===== config.mk =====
export PLATFORM = sky130hd
export DESIGN_NAME = alarm_pattern_gen_flat
export DESIGN_NICKNAME = d
export VERILOG_FILES = /design/src/rtl/alarm_pattern_gen_if.sv /design/src/rtl/alarm_pattern_gen.sv /design/src/flat_wrapper.sv
export SDC_FILE = /design/constraint.sdc
export NUM_CORES = 1
export LEC_CHECK = 0
export ABC_AREA = 1
export BUFFER_PORTS_ARGS = -buffer_cell sky130_fd_sc_hd__buf_2
export CAP_MARGIN = 20
export CORE_MARGIN = 2
export CORE_UTILIZATION = 29
export CTS_CLUSTER_SIZE = 25
export DETAILED_ROUTE_END_ITERATION = 8
export PLACE_DENSITY = 0.51
export SYNTH_ARGS = -nofsm -noshare
export SYNTH_HDL_FRONTEND = slang
export SYNTH_SLANG_ARGS = --single-unit

===== constraint.sdc =====
create_clock -name clock -period 1.75 [get_ports clock]
set_clock_uncertainty 0.15 [all_clocks]
set_input_delay 0.35 -clock clock [delete_from_list [all_inputs] [get_ports clock]]
set_output_delay 0.35 -clock clock [all_outputs]
set_load 0.02 [all_outputs]

===== src/rtl/alarm_pattern_gen_if.sv =====
// rtl/alarm_pattern_gen_if.sv - control and indicator signals of the alarm pattern generator
interface alarm_pattern_gen_if #(
  parameter int STEPS = 12
);
  localparam int SIW = $clog2(STEPS);

  logic           start;
  logic           stop;
  logic           snooze;
  logic           light;
  logic           active;
  logic           done;
  logic [SIW-1:0] step_idx;

  // nap-timer control side
  modport master (
    output start, stop, snooze,
    input  light, active, done, step_idx
  );

  // sequencer side
  modport slave (
    input  start, stop, snooze,
    output light, active, done, step_idx
  );
endinterface


===== src/rtl/alarm_pattern_gen.sv =====
// rtl/alarm_pattern_gen.sv - programmable on/off alarm light sequencer with snooze and repeat limit
module alarm_pattern_gen #(
  parameter int               STEPS        = 12,
  parameter logic [STEPS-1:0] PATTERN      = 12'h249,
  parameter int               PRESCALE     = 4,
  parameter int               REPEATS      = 2,
  parameter int               SNOOZE_STEPS = 3
) (
  input logic                clock,
  input logic                reset,
  alarm_pattern_gen_if.slave ctl
);

  localparam int SIW       = $clog2(STEPS);
  localparam int TW        = $clog2(PRESCALE + 1);
  localparam int RW        = (REPEATS == 0) ? 1 : $clog2(REPEATS + 1);
  localparam int SNZ_TOTAL = SNOOZE_STEPS * PRESCALE;
  localparam int SW        = $clog2(SNZ_TOTAL + 1);
  localparam int REP_LAST  = (REPEATS == 0) ? 0 : REPEATS - 1;

  localparam logic [SIW-1:0] STEP_LAST = SIW'(STEPS - 1);
  localparam logic [TW-1:0]  TICK_LAST = TW'(PRESCALE - 1);
  localparam logic [RW-1:0]  REP_END   = RW'(REP_LAST);
  localparam logic [SW-1:0]  SNZ_LOAD  = SW'(SNZ_TOTAL - 1);

  typedef enum logic [1:0] {
    S_IDLE   = 2'd0,
    S_RUN    = 2'd1,
    S_SNOOZE = 2'd2,
    S_DONE   = 2'd3
  } state_t;

  state_t         r_state;
  logic [SIW-1:0] r_step;
  logic [TW-1:0]  r_tick;
  logic [RW-1:0]  r_rep;
  logic [SW-1:0]  r_snz;
  logic           r_light;
  logic           r_active;
  logic           r_done;

  logic [SIW-1:0] w_step_next;
  logic           w_tick_last;
  logic           w_step_last;
  logic           w_rep_last;

  assign w_step_next = r_step + 1'b1;
  assign w_tick_last = (r_tick == TICK_LAST);
  assign w_step_last = (r_step == STEP_LAST);
  // with REPEATS==0 the sequence never finishes on its own
  assign w_rep_last  = (REPEATS != 0) && (r_rep == REP_END);

  // sequencer state, counters and registered indicator outputs; stop > snooze > start
  always_ff @(posedge clock or negedge reset) begin
    if (!reset) begin
      r_state  <= S_IDLE;
      r_step   <= '0;
      r_tick   <= '0;
      r_rep    <= '0;
      r_snz    <= '0;
      r_light  <= 1'b0;
      r_active <= 1'b0;
      r_done   <= 1'b0;
    end else if (ctl.stop) begin
      r_state  <= S_IDLE;
      r_step   <= '0;
      r_tick   <= '0;
      r_rep    <= '0;
      r_snz    <= '0;
      r_light  <= 1'b0;
      r_active <= 1'b0;
      r_done   <= 1'b0;
    end else begin
      case (r_state)
        S_IDLE: begin
          if (ctl.start) begin
            r_state  <= S_RUN;
            r_step   <= '0;
            r_tick   <= '0;
            r_rep    <= '0;
            r_light  <= PATTERN[0];
            r_active <= 1'b1;
          end
        end
        S_RUN: begin
          if (ctl.snooze) begin
            // step is frozen here; the pattern restarts from slot 0 afterwards
            r_state <= S_SNOOZE;
            r_tick  <= '0;
            r_snz   <= SNZ_LOAD;
            r_light <= 1'b0;
          end else if (w_tick_last) begin
            r_tick <= '0;
            if (w_step_last) begin
              r_step <= '0;
              if (w_rep_last) begin
                r_state  <= S_DONE;
                r_rep    <= '0;
                r_light  <= 1'b0;
                r_active <= 1'b0;
                r_done   <= 1'b1;
              end else begin
                if (REPEATS != 0) begin
                  r_rep <= r_rep + 1'b1;
                end
                r_light <= PATTERN[0];
              end
            end else begin
              r_step  <= w_step_next;
              r_light <= PATTERN[w_step_next];
            end
          end else begin
            r_tick <= r_tick + 1'b1;
          end
        end
        S_SNOOZE: begin
          if (r_snz == '0) begin
            // rep is kept so cycles finished before the snooze still count
            r_state <= S_RUN;
            r_step  <= '0;
            r_tick  <= '0;
            r_light <= PATTERN[0];
          end else begin
            r_snz <= r_snz - 1'b1;
          end
        end
        S_DONE: begin
          if (ctl.start) begin
            r_state  <= S_RUN;
            r_step   <= '0;
            r_tick   <= '0;
            r_rep    <= '0;
            r_light  <= PATTERN[0];
            r_active <= 1'b1;
            r_done   <= 1'b0;
          end
        end
        default: begin
          r_state  <= S_IDLE;
          r_light  <= 1'b0;
          r_active <= 1'b0;
          r_done   <= 1'b0;
        end
      endcase
    end
  end

  assign ctl.light    = r_light;
  assign ctl.active   = r_active;
  assign ctl.done     = r_done;
  assign ctl.step_idx = r_step;

endmodule


===== src/flat_wrapper.sv =====
// flat-port wrapper written by rule: the top's interface ports become plain ports
module alarm_pattern_gen_flat 
#(
  parameter int               STEPS        = 12,
  parameter logic [STEPS-1:0] PATTERN      = 12'h249,
  parameter int               PRESCALE     = 4,
  parameter int               REPEATS      = 2,
  parameter int               SNOOZE_STEPS = 3
)
  (clock, reset, ctl_start, ctl_stop, ctl_snooze, ctl_light, ctl_active, ctl_done, ctl_step_idx);
  alarm_pattern_gen_if #(.STEPS(STEPS)) ctl_i ();
  input logic clock;
  input logic reset;
  input wire logic [$bits(ctl_i.start)-1:0] ctl_start;
  input wire logic [$bits(ctl_i.stop)-1:0] ctl_stop;
  input wire logic [$bits(ctl_i.snooze)-1:0] ctl_snooze;
  output wire logic [$bits(ctl_i.light)-1:0] ctl_light;
  output wire logic [$bits(ctl_i.active)-1:0] ctl_active;
  output wire logic [$bits(ctl_i.done)-1:0] ctl_done;
  output wire logic [$bits(ctl_i.step_idx)-1:0] ctl_step_idx;
  assign ctl_i.start = ctl_start;
  assign ctl_i.stop = ctl_stop;
  assign ctl_i.snooze = ctl_snooze;
  assign ctl_light = ctl_i.light;
  assign ctl_active = ctl_i.active;
  assign ctl_done = ctl_i.done;
  assign ctl_step_idx = ctl_i.step_idx;
  alarm_pattern_gen #(.STEPS(STEPS), .PATTERN(PATTERN), .PRESCALE(PRESCALE), .REPEATS(REPEATS), .SNOOZE_STEPS(SNOOZE_STEPS)) u_core (.clock(clock), .reset(reset), .ctl(ctl_i));
endmodule

==> metrics, run 1 <==
Post-synth EDFFs 0; WP data required 1780 ps; cell area power density 1490 nW/um2; Syn Inst Count 151; Final Hold Fails 0; outcome complete, no violations; mux contribution to synthesized area 0%; grt total ovfl 0; first-pass GRT wire length 4470 um; largest net degree at the start of global routing 19; cell accounting for the most synthesized area dfrtp_1; Synth cell types 28; gr usage total 13.1%; First DRT Iteration DRCs 64; Core Box Area 4000 um2; cell family with the largest share of critical-path delay flip-flops; Lkg Pwr 0.739 nW; Syn Std Cell Area 1210 um2; FF+latch count, synth 18; antenna diode instance count 0; dpl cell area 1350 um2; die width 68.7 um; syn_area_per_cell 8.03 um2; ranking of synthesized cells by area dfrtp_1, nand2_1, ha_1; clock root buffer clkbuf_8; Tcrit/Tclk final 92.2%; Worst Setup End Kind register; Slew HR 71.1%; initial antenna violation count 0; largest family of logic cells by synthesized area simple AND/OR/NAND/NOR gates; area delta synth->final 20.4%; Synth Area in Adders 9.29%; asr flop ratio synth 100%; Max clock buf depth 2; number of sinks on the clock net 18; vias in the first global route 1,019; crit-path max cell delay 450 ps; Fillers 421; buffer and inverter count on the worst path 3; most used cell, CP inv_2; Synth Area in Compound Gates 14.3%; antenna-violating nets left 0; Worst Hold Class input port to register; H-tree lvl count 1; Starting Density 30.3%; reg2reg end u_core.ctl.light$_DFFE_PN0P_; Post-Synth XOR/XNOR Area 0.722%; r2r setup slk 140 ps; Residual DRC 0; clk slew on worst S/H paths 80 ps; fmax 620 MHz; hold path start ctl_start; crit path kind register to register; end of the worst hold path u_core.ctl.active$_DFFE_PN0P_; IO Count 12; Final Critical Period 1610 ps; r2r startpoint u_core.r_state[0]$_DFFE_PN0P_; DRT Wirelength 2630 um; die area 4710 um2; total number of yosys warnings 0; Port Buf Inserts 11; Worst setup SP type register; Worst Tran Pin Value 433 ps; max-slew violations 0; Worst R2R Path Depth 10; hold depth 3; share of layout cells above drive strength 1 28.1%; Hold Slack 192 ps; total number of vias 1,040; Max FO, Critical Path 4; wire per inst 11.9 um; cells along the critical path inv_2 > ha_4 > inv_2 > nor2_1 > nand2_2 > nand2_2 > inv_2 > nand2_1 > nor2_1 > a21oi_1; global placement routability congestion 0.923; syn nets 165; Setup Viol. Count Final 0; max-cap violation count 0; commonest non-fill, non-tap cells in the layout nand2_1, inv_1, dfrtp_1, buf_2, nor2_1; chip height 68.7 um; slowest cell on the critical path dfrtp_2; Simple-Gate Fraction of Synth Area 29.3%; NumNets Final 186; total CTS buffers 3; Seq/Total Area, Yosys 37.2%; site row count 23; main flop type after synthesis dfrtp_1; Yosys top cell area share 37.2%; post-DP HPWL 2010 um; final instance area 1460 um2; drt first pass iters 4; DR vias/cell 4.71; final core utilization 36.5%; total chip power 2.17 mW; Max IR drop VDD 0.527 mV; CTS tree built; WP data arrival 1650 ps; commonest non-fill, non-tap cell in the layout nand2_1; Clock Latency Late Sink 270 ps
worst register-to-register path, stage by stage, from the launching register on:
cell and delay, ps:
dfrtp_2 450, inv_2 100, ha_4 160, inv_2 50, nor2_1 110, nand2_2 80
nand2_2 100, inv_2 60, nand2_1 90, nor2_1 50, a21oi_1 150
repair_timing:
action	in CTS	in global routing
gates resized for setup	1	11
hold endpoints to repair	18	0
setup endpoints to repair	1	9
setup buffers	0	1
hold buffers	1	0
pin swaps	0	1
metal layers:
layer  up-vias  part of all wire [%]  global-route usage (%)
met5         -                     0                       0
met4         0                   2.5                    7.50
met3         7                   5.1                    3.90
met2        27                    45                    20.3
met1       471                    47                    16.0
li1        535                     -                       -
logic make-up (layout without fill, tap and decap cells):
group / after synthesis / count (layout)
simple gates: 68 / 68
compound gates: 28 / 28
buf+inv: 27 / 47
flops: 18 / 18
fa+ha+maj: 9 / 9
xor+xnor: 1 / 1
synth_stat cells (3+ instances only):
cell type  count
nand2_1       33
inv_1         22
dfrtp_1       18
nor2_1        10
ha_1           9
nand3_1        9
a21oi_1        6
o21ai_0        6
o21ai_1        4
nand2_2        3
nand4_1        3
o21ai_2        3
o22ai_1        3
through the flow:
step | std cells | setup slack, ps | setup TNS (ps)
after global routing | 221 | -5.23 | -5.23
after floorplan | 151 | 103 | 0
after detailed placement | 215 | 33.2 | 0
final | 221 | 137 | 0
after global placement | 215 | 83.8 | 0
after CTS | 220 | 11.4 | 0
registers in the layout, summed over array words and instances (netlist names):
name / count
u_core.ctl.active: 1
u_core.ctl.done: 1
u_core.ctl.light: 1
u_core.ctl.step_idx: 4
u_core.r_rep: 2
u_core.r_snz: 4
u_core.r_state: 2
u_core.r_tick: 3
cell type report:
type | instances | area (um2) | area share, %
clock buffer | 4 | 55.1 | 3.77
inverter | 27 | 111 | 7.63
timing repair buffer | 16 | 95.1 | 6.51
tap | 50 | 62.6 | 4.28
multi-input combinational | 106 | 683 | 46.8
sequential | 18 | 453 | 31.0
report_power, final:
part	internal, mW	switching [mW]	leakage [nW]	total [mW]
Clock	0.201	0.162	0.0288	0.363
Sequential	0.537	0.0864	0.234	0.623
Combinational	0.465	0.722	0.477	1.19
how the worst max path moves through the flow:
stage,end,startpoint,slack [ps],cells after the start
global placement,u_core.r_state[0]$_DFFE_PN0P_,u_core.r_state[0]$_DFFE_PN0P_,80,10
global route,u_core.ctl.active$_DFFE_PN0P_,u_core.ctl.step_idx[0]$_DFFE_PN0P_,-5,8
floorplan,u_core.ctl.light$_DFFE_PN0P_,u_core.ctl.step_idx[0]$_DFFE_PN0P_,100,10
finish,u_core.ctl.light$_DFFE_PN0P_,u_core.r_state[0]$_DFFE_PN0P_,140,10
detailed placement,u_core.ctl.light$_DFFE_PN0P_,u_core.r_state[0]$_DFFE_PN0P_,30,11
CTS,u_core.ctl.light$_DFFE_PN0P_,u_core.r_state[0]$_DFFE_PN0P_,10,10
(Power assumes the default switching activity.)
==> run 2: changes to the inputs <==
--- a/config.mk
+++ b/config.mk
@@ -5,7 +5,7 @@
 export SDC_FILE = /design/constraint.sdc
 export NUM_CORES = 1
 export LEC_CHECK = 0
-export ABC_AREA = 1
+export ABC_AREA = 0
 export BUFFER_PORTS_ARGS = -buffer_cell sky130_fd_sc_hd__buf_2
 export CAP_MARGIN = 20
 export CORE_MARGIN = 2
==> run 2 against run 1 <==
  * The flow now finishes with violations (negative setup slack)
  * Die area down 0.49%
  * Cell count up 7.7%
  * Power up 17%
  * Critical endpoint is now u_core.ctl.step_idx[2]$_DFFE_PN0P_
  * Combinational power up 34%
  * Synthesized cell count down 14%
==> metrics, run 2 <==
WP data required 1750 ps; total number of yosys warnings 0; Port Buf Inserts 11; Residual DRC 0; vias in the first global route 1,174; NumNets Final 203; Seq/Total Area, Yosys 37.3%; proportion of power drawn by flip-flops and latches 22.9%; FF+latch count, synth 18; DRT Wirelength 3240 um; dpl cell area 1590 um2; largest family of logic cells by synthesized area simple AND/OR/NAND/NOR gates; Post-synth top cells dfrtp_1, nor2_1, ha_1, inv_1, o21ai_0; grt total ovfl 0; area delta synth->final 52.5%; Syn Std Cell Area 1210 um2; syn_area_per_cell 9.28 um2; max-cap violation count 0; mux contribution to synthesized area 1.76%; Net Sw Power 0.986 mW; failing checks negative setup slack; die area 4690 um2; reg2reg end u_core.ctl.step_idx[2]$_DFFE_PN0P_; Non-Filler Instances 238; Final Critical Period 1960 ps; Worst Hold Class input port to register; die width 68.5 um; fmax 511 MHz; largest net degree at the start of global routing 19; Setup Viol. Count Final 13; Slew HR 69.6%; Cells after DPL 224; main flop type after synthesis dfrtp_1; clk slew on worst S/H paths 80 ps; end of the worst hold path u_core.ctl.active$_DFFE_PN0P_; Post-Synth XOR/XNOR Area 2.18%; Simple-Gate Fraction of Synth Area 23.1%; Worst Setup End Kind register; gr usage total 15.4%; cell accounting for the most synthesized area dfrtp_1; site row count 23; crit path kind register to register; post-DP HPWL 2300 um; final core utilization 46.0%; Worst R2R Path Depth 6; cells along the critical path inv_2 > ha_4 > or3b_4 > a221oi_4 > o22ai_1 > a32o_1; outcome finished with violations; commonest non-fill, non-tap cells in the layout buf_4, dfrtp_1, buf_2, nor2_1, nand2_1; clock share of power 14.2%; First DRT Iteration DRCs 33; wire per inst 13.6 um; share of layout cells above drive strength 1 50.5%; hold depth 3; Synth cell types 40; r2r setup slk -210 ps; Clock Latency Late Sink 260 ps; final instance area 1840 um2; Core Box Area 4000 um2; syn nets 144; commonest non-fill, non-tap cell in the layout buf_4; asr flop ratio synth 100%; Pint 1.55 mW; Logic pwr share 63.0%; drt first pass iters 4; most common cell in the netlist dfrtp_1; chip height 68.5 um; Synth Area in Adders 9.34%; r2r startpoint u_core.r_snz[1]$_DFFE_PN0P_; number of sinks on the clock net 18; Final Hold Fails 0; Worst setup SP type register; switch share 38.8%; CTS tree built; Max IR drop VDD 0.632 mV; Max FO, Critical Path 2; DR vias/cell 4.97; ranking of synthesized cells by area dfrtp_1, ha_1, nor2_1; initial antenna violation count 0; total number of vias 1,184; first-pass GRT wire length 5370 um; hold path start ctl_start; Max clock buf depth 2; H-tree lvl count 1; Synth Area in Compound Gates 22.5%; slowest cell on the critical path dfrtp_1; Worst Tran Pin Value 456 ps; RSZ-0062 raised after global routing true; Starting Density 30.2%; Syn Inst Count 130; Post-synth EDFFs 0; Yosys top cell area share 37.3%; antenna-violating nets left 0; setup ws final -206 ps; Fillers 394; global placement routability congestion 0.742; WP data arrival 1960 ps; total CTS buffers 3; max-slew violations 0; crit-path max cell delay 400 ps; cell area power density 1380 nW/um2; Lkg Pwr 0.842 nW; antenna diode instance count 0; clock root buffer clkbuf_8; IO Count 12; Tcrit/Tclk final 112%
run 2: cell count changes in the layout (fill, tap and decap cells not counted), moves of 4 or more:
cell,previous run,this run
buf_4,4,43
nand2b_1,0,4
nand2_1,31,7
nand2_2,5,0
inv_1,19,6
nand3_1,9,5
run 2: final cells by class:
class | count | area [um2] | area share, %
Clock buffer | 4 | 55.1 | 2.99
Inverter | 9 | 33.8 | 1.84
Multi-Input combinational cell | 100 | 825 | 44.8
Sequential cell | 18 | 453 | 24.6
Tap cell | 50 | 62.6 | 3.40
Timing Repair Buffer | 57 | 410 | 22.3
run 2: power by group through the flow:
stage / Clock, mW / Combinational (mW) / Sequential (mW)
2_1_floorplan: 0 / 0.689 / 0.639
3_3_place_gp: 0 / 1.24 / 0.581
3_5_place_dp: 0 / 1.27 / 0.585
4_1_cts: 0.374 / 1.44 / 0.581
5_1_grt: 0.396 / 1.77 / 0.589
6_report: 0.360 / 1.60 / 0.581
run 2: cell families (layout without fill, tap and decap cells):
| group | count (synthesis) | after routing |
|---|---|---|
| DFF | 18 | 18 |
| and+or+nand+nor | 51 | 51 |
| xor gates and xnor gates | 3 | 3 |
| adders and majority gates | 9 | 9 |
| buffers and inverters | 12 | 70 |
| muxes | 2 | 2 |
| AOI/OAI and AO/OA | 35 | 35 |
run 2: worst max-delay path by stage:
stage / from / end / slack, ps / depth (start not counted)
6_report: u_core.r_snz[1]$_DFFE_PN0P_ / u_core.ctl.step_idx[2]$_DFFE_PN0P_ / -210 / 6
5_1_grt: u_core.r_snz[1]$_DFFE_PN0P_ / u_core.r_state[0]$_DFFE_PN0P_ / -280 / 7
4_1_cts: u_core.r_snz[1]$_DFFE_PN0P_ / u_core.r_state[0]$_DFFE_PN0P_ / -180 / 7
3_5_place_dp: u_core.r_snz[0]$_DFFE_PN0P_ / u_core.r_state[0]$_DFFE_PN0P_ / -220 / 7
3_3_place_gp: u_core.r_snz[0]$_DFFE_PN0P_ / u_core.ctl.step_idx[3]$_DFFE_PN0P_ / -140 / 7
2_1_floorplan: u_core.r_snz[0]$_DFFE_PN0P_ / u_core.ctl.step_idx[2]$_DFFE_PN0P_ / -110 / 6
run 2: critical path: cells and delay by family, from the launching register on:
family,cells,cell delay [ps]
buf+inv,1,80
compound gates,3,690
fa+ha+maj,1,130
simple gates,1,400
flops,1,400
run 2: layer usage:
metal,part of all wire [%],up-vias,GRT usage [%],wire (um)
met5,0,-,0,0
met4,0.56,0,4.50,18
met3,3.0,2,3.41,96
met2,49,13,25.0,1590
met1,47,581,20.4,1540
li1,-,588,-,-
run 2: repair_timing:
item	CTS	global route
setup endpoints to repair	17	18
pin swaps	10	10
buffers inserted	5	5
resized for setup	19	13
hold buffers	1	0
endpoints found under the hold margin	18	0
run 2: stage by stage:
step / hold slack [ps] / setup WS [ps] / total power [mW] / setup TNS (ps)
6_report: 317 / -206 / 2.54 / -1550
5_1_grt: 336 / -277 / 2.75 / -3020
4_1_cts: 286 / -179 / 2.40 / -1440
3_5_place_dp: 176 / -218 / 1.85 / -1730
3_3_place_gp: 168 / -142 / 1.82 / -1180
2_1_floorplan: -95.6 / -112 / 1.33 / -840
==> run 3: changes to the inputs <==
--- a/config.mk
+++ b/config.mk
@@ -13,6 +13,7 @@
 export CTS_CLUSTER_SIZE = 25
 export DETAILED_ROUTE_END_ITERATION = 8
 export PLACE_DENSITY = 0.51
+export SETUP_SLACK_MARGIN = 0.2
 export SYNTH_ARGS = -nofsm -noshare
 export SYNTH_HDL_FRONTEND = slang
 export SYNTH_SLANG_ARGS = --single-unit
==> run 3 against run 2 <==
  * The run still ends with negative setup slack left
  * Global-route usage increased by 0.31 points
  * Design area increased by 4.3%
  * Hold slack gained 31 ps
  * Sequential cell count stayed put
  * Clock power down 2%
  * Critical path depth up 1
  * Die area did not move
  * Largest power group unchanged
==> metrics, run 3 (synthesis gave the netlist of run 2 again) <==
outcome finished with violations; failing checks negative setup slack; first-pass GRT wire length 5450 um; Lkg Pwr 0.850 nW; clk slew on worst S/H paths 70 ps; post-DP HPWL 2330 um; commonest non-fill, non-tap cell in the layout buf_4; RSZ-0062 raised after global routing true; chip height 68.5 um; Worst Setup End Kind register; share of layout cells above drive strength 1 57.3%; slowest cell on the critical path dfrtp_1; cell area power density 1410 nW/um2; Worst Hold Class input port to register; vias in the first global route 1,215; largest net degree at the start of global routing 19; Cells after DPL 222; area delta synth->final 59.0%; Pint 1.63 mW; Tcrit/Tclk final 110%; proportion of power drawn by flip-flops and latches 21.9%; gr usage total 15.7%; switch share 39.6%; WP data required 1730 ps; die area 4690 um2; Max clock buf depth 2; Max FO, Critical Path 6; Port Buf Inserts 11; cells along the critical path inv_2 > ha_4 > or3b_4 > a21oi_2 > a21boi_4 > buf_4 > a311oi_2; Core Box Area 4000 um2; wire per inst 14.6 um; initial antenna violation count 0; number of sinks on the clock net 18; Non-Filler Instances 235; Max IR drop VDD 0.638 mV; total number of vias 1,163; Setup Viol. Count Final 15; fmax 518 MHz; Starting Density 30.2%; NumNets Final 200; grt total ovfl 0; Residual DRC 0; Final Critical Period 1930 ps; clock share of power 13.1%; Final Hold Fails 0; First DRT Iteration DRCs 25; total CTS buffers 3; Net Sw Power 1.07 mW; dpl ws -208 ps; antenna-violating nets left 0; Worst setup SP type register; crit-path max cell delay 400 ps; commonest non-fill, non-tap cells in the layout buf_4, dfrtp_1, nor2_1, buf_2; DR vias/cell 4.95; final core utilization 48.0%; Clock Latency Late Sink 260 ps; Fillers 383; DRT Wirelength 3420 um; H-tree lvl count 1; drt first pass iters 4; Slew HR 70.9%; crit path kind register to register; setup ws final -180 ps; max-slew violations 0; r2r setup slk -180 ps; global placement routability congestion 0.768; Worst Tran Pin Value 437 ps; site row count 23; clock root buffer clkbuf_8; die width 68.5 um; WP data arrival 1910 ps; CTS tree built; Logic pwr share 64.9%; antenna diode instance count 0; max-cap violation count 0; IO Count 12
==> run 3: final cells by class <==
cell class / instances / area, um2 / area share [%]
flip-flops and latches: 18 / 453 / 23.6
well taps: 50 / 62.6 / 3.26
inverters: 9 / 33.8 / 1.76
clock buffers: 4 / 55.1 / 2.87
multi-input cells: 100 / 912 / 47.6
repair buffers: 54 / 402 / 20.9
==> run 3: worst paths after layout <==
path                       cells after the start                         start                                  to
min                                            3                     ctl_start       u_core.ctl.active$_DFFE_PN0P_
min reg2reg                                    2  u_core.r_tick[1]$_DFFE_PN0P_        u_core.r_tick[1]$_DFFE_PN0P_
max in group asynchronous                      2                         reset  u_core.ctl.step_idx[1]$_DFFE_PN0P_
min in group asynchronous                      2                         reset         u_core.r_snz[0]$_DFFE_PN0P_
max reg2reg                                    7   u_core.r_snz[1]$_DFFE_PN0P_        u_core.ctl.light$_DFFE_PN0P_
max                                            7   u_core.r_snz[1]$_DFFE_PN0P_        u_core.ctl.light$_DFFE_PN0P_
==> run 3: worst max-delay path, delay by kind of cell (launching register included) <==
family / cells / cell delay [ps]
AO/OA/AOI/OAI: 3 / 510
flip-flops: 1 / 400
adder cells (fa/ha/maj): 1 / 130
AND/OR/NAND/NOR: 1 / 400
buffers and inverters: 2 / 230
==> run 3: metrics by stage <==
stage | power, mW | hold WS [ps] | setup TNS (ps) | cell area, um2
3_5_place_dp | 1.90 | 165 | -1910 | 1600
3_3_place_gp | 1.85 | 166 | -1190 | 1600
4_1_cts | 2.53 | 322 | -1460 | 1810
2_1_floorplan | 1.33 | -95.6 | -849 | 1240
5_1_grt | 2.87 | 352 | -2770 | 1920
6_report | 2.70 | 348 | -1690 | 1920
==> run 3: what timing repair did <==
action                     4_1_cts  5_1_grt
pin swaps                       20       15
hold buffers                     1        0
setup buffers                    6        2
setup endpoints to repair       18       19
resized for setup               30       21
hold endpoints to repair        18        0
==> run 3: metal layers <==
layer / part of all wire [%] / vias to the layer above / wire (um) / GRT usage (%)
li1: - / 576 / - / -
met3: 2.3 / 4 / 80 / 1.95
met5: 0 / - / 0 / 0
met2: 50 / 17 / 1710 / 26.7
met1: 46 / 566 / 1590 / 20.1
met4: 1.1 / 0 / 36 / 6.25
==> run 3: power groups by stage <==
| stage | clock, mW | combinational, mW | sequential, mW |
|---|---|---|---|
| 2_1_floorplan | 0 | 0.691 | 0.644 |
| 3_3_place_gp | 0 | 1.27 | 0.585 |
| 3_5_place_dp | 0 | 1.31 | 0.591 |
| 4_1_cts | 0.368 | 1.57 | 0.586 |
| 5_1_grt | 0.388 | 1.89 | 0.600 |
| 6_report | 0.353 | 1.75 | 0.592 |
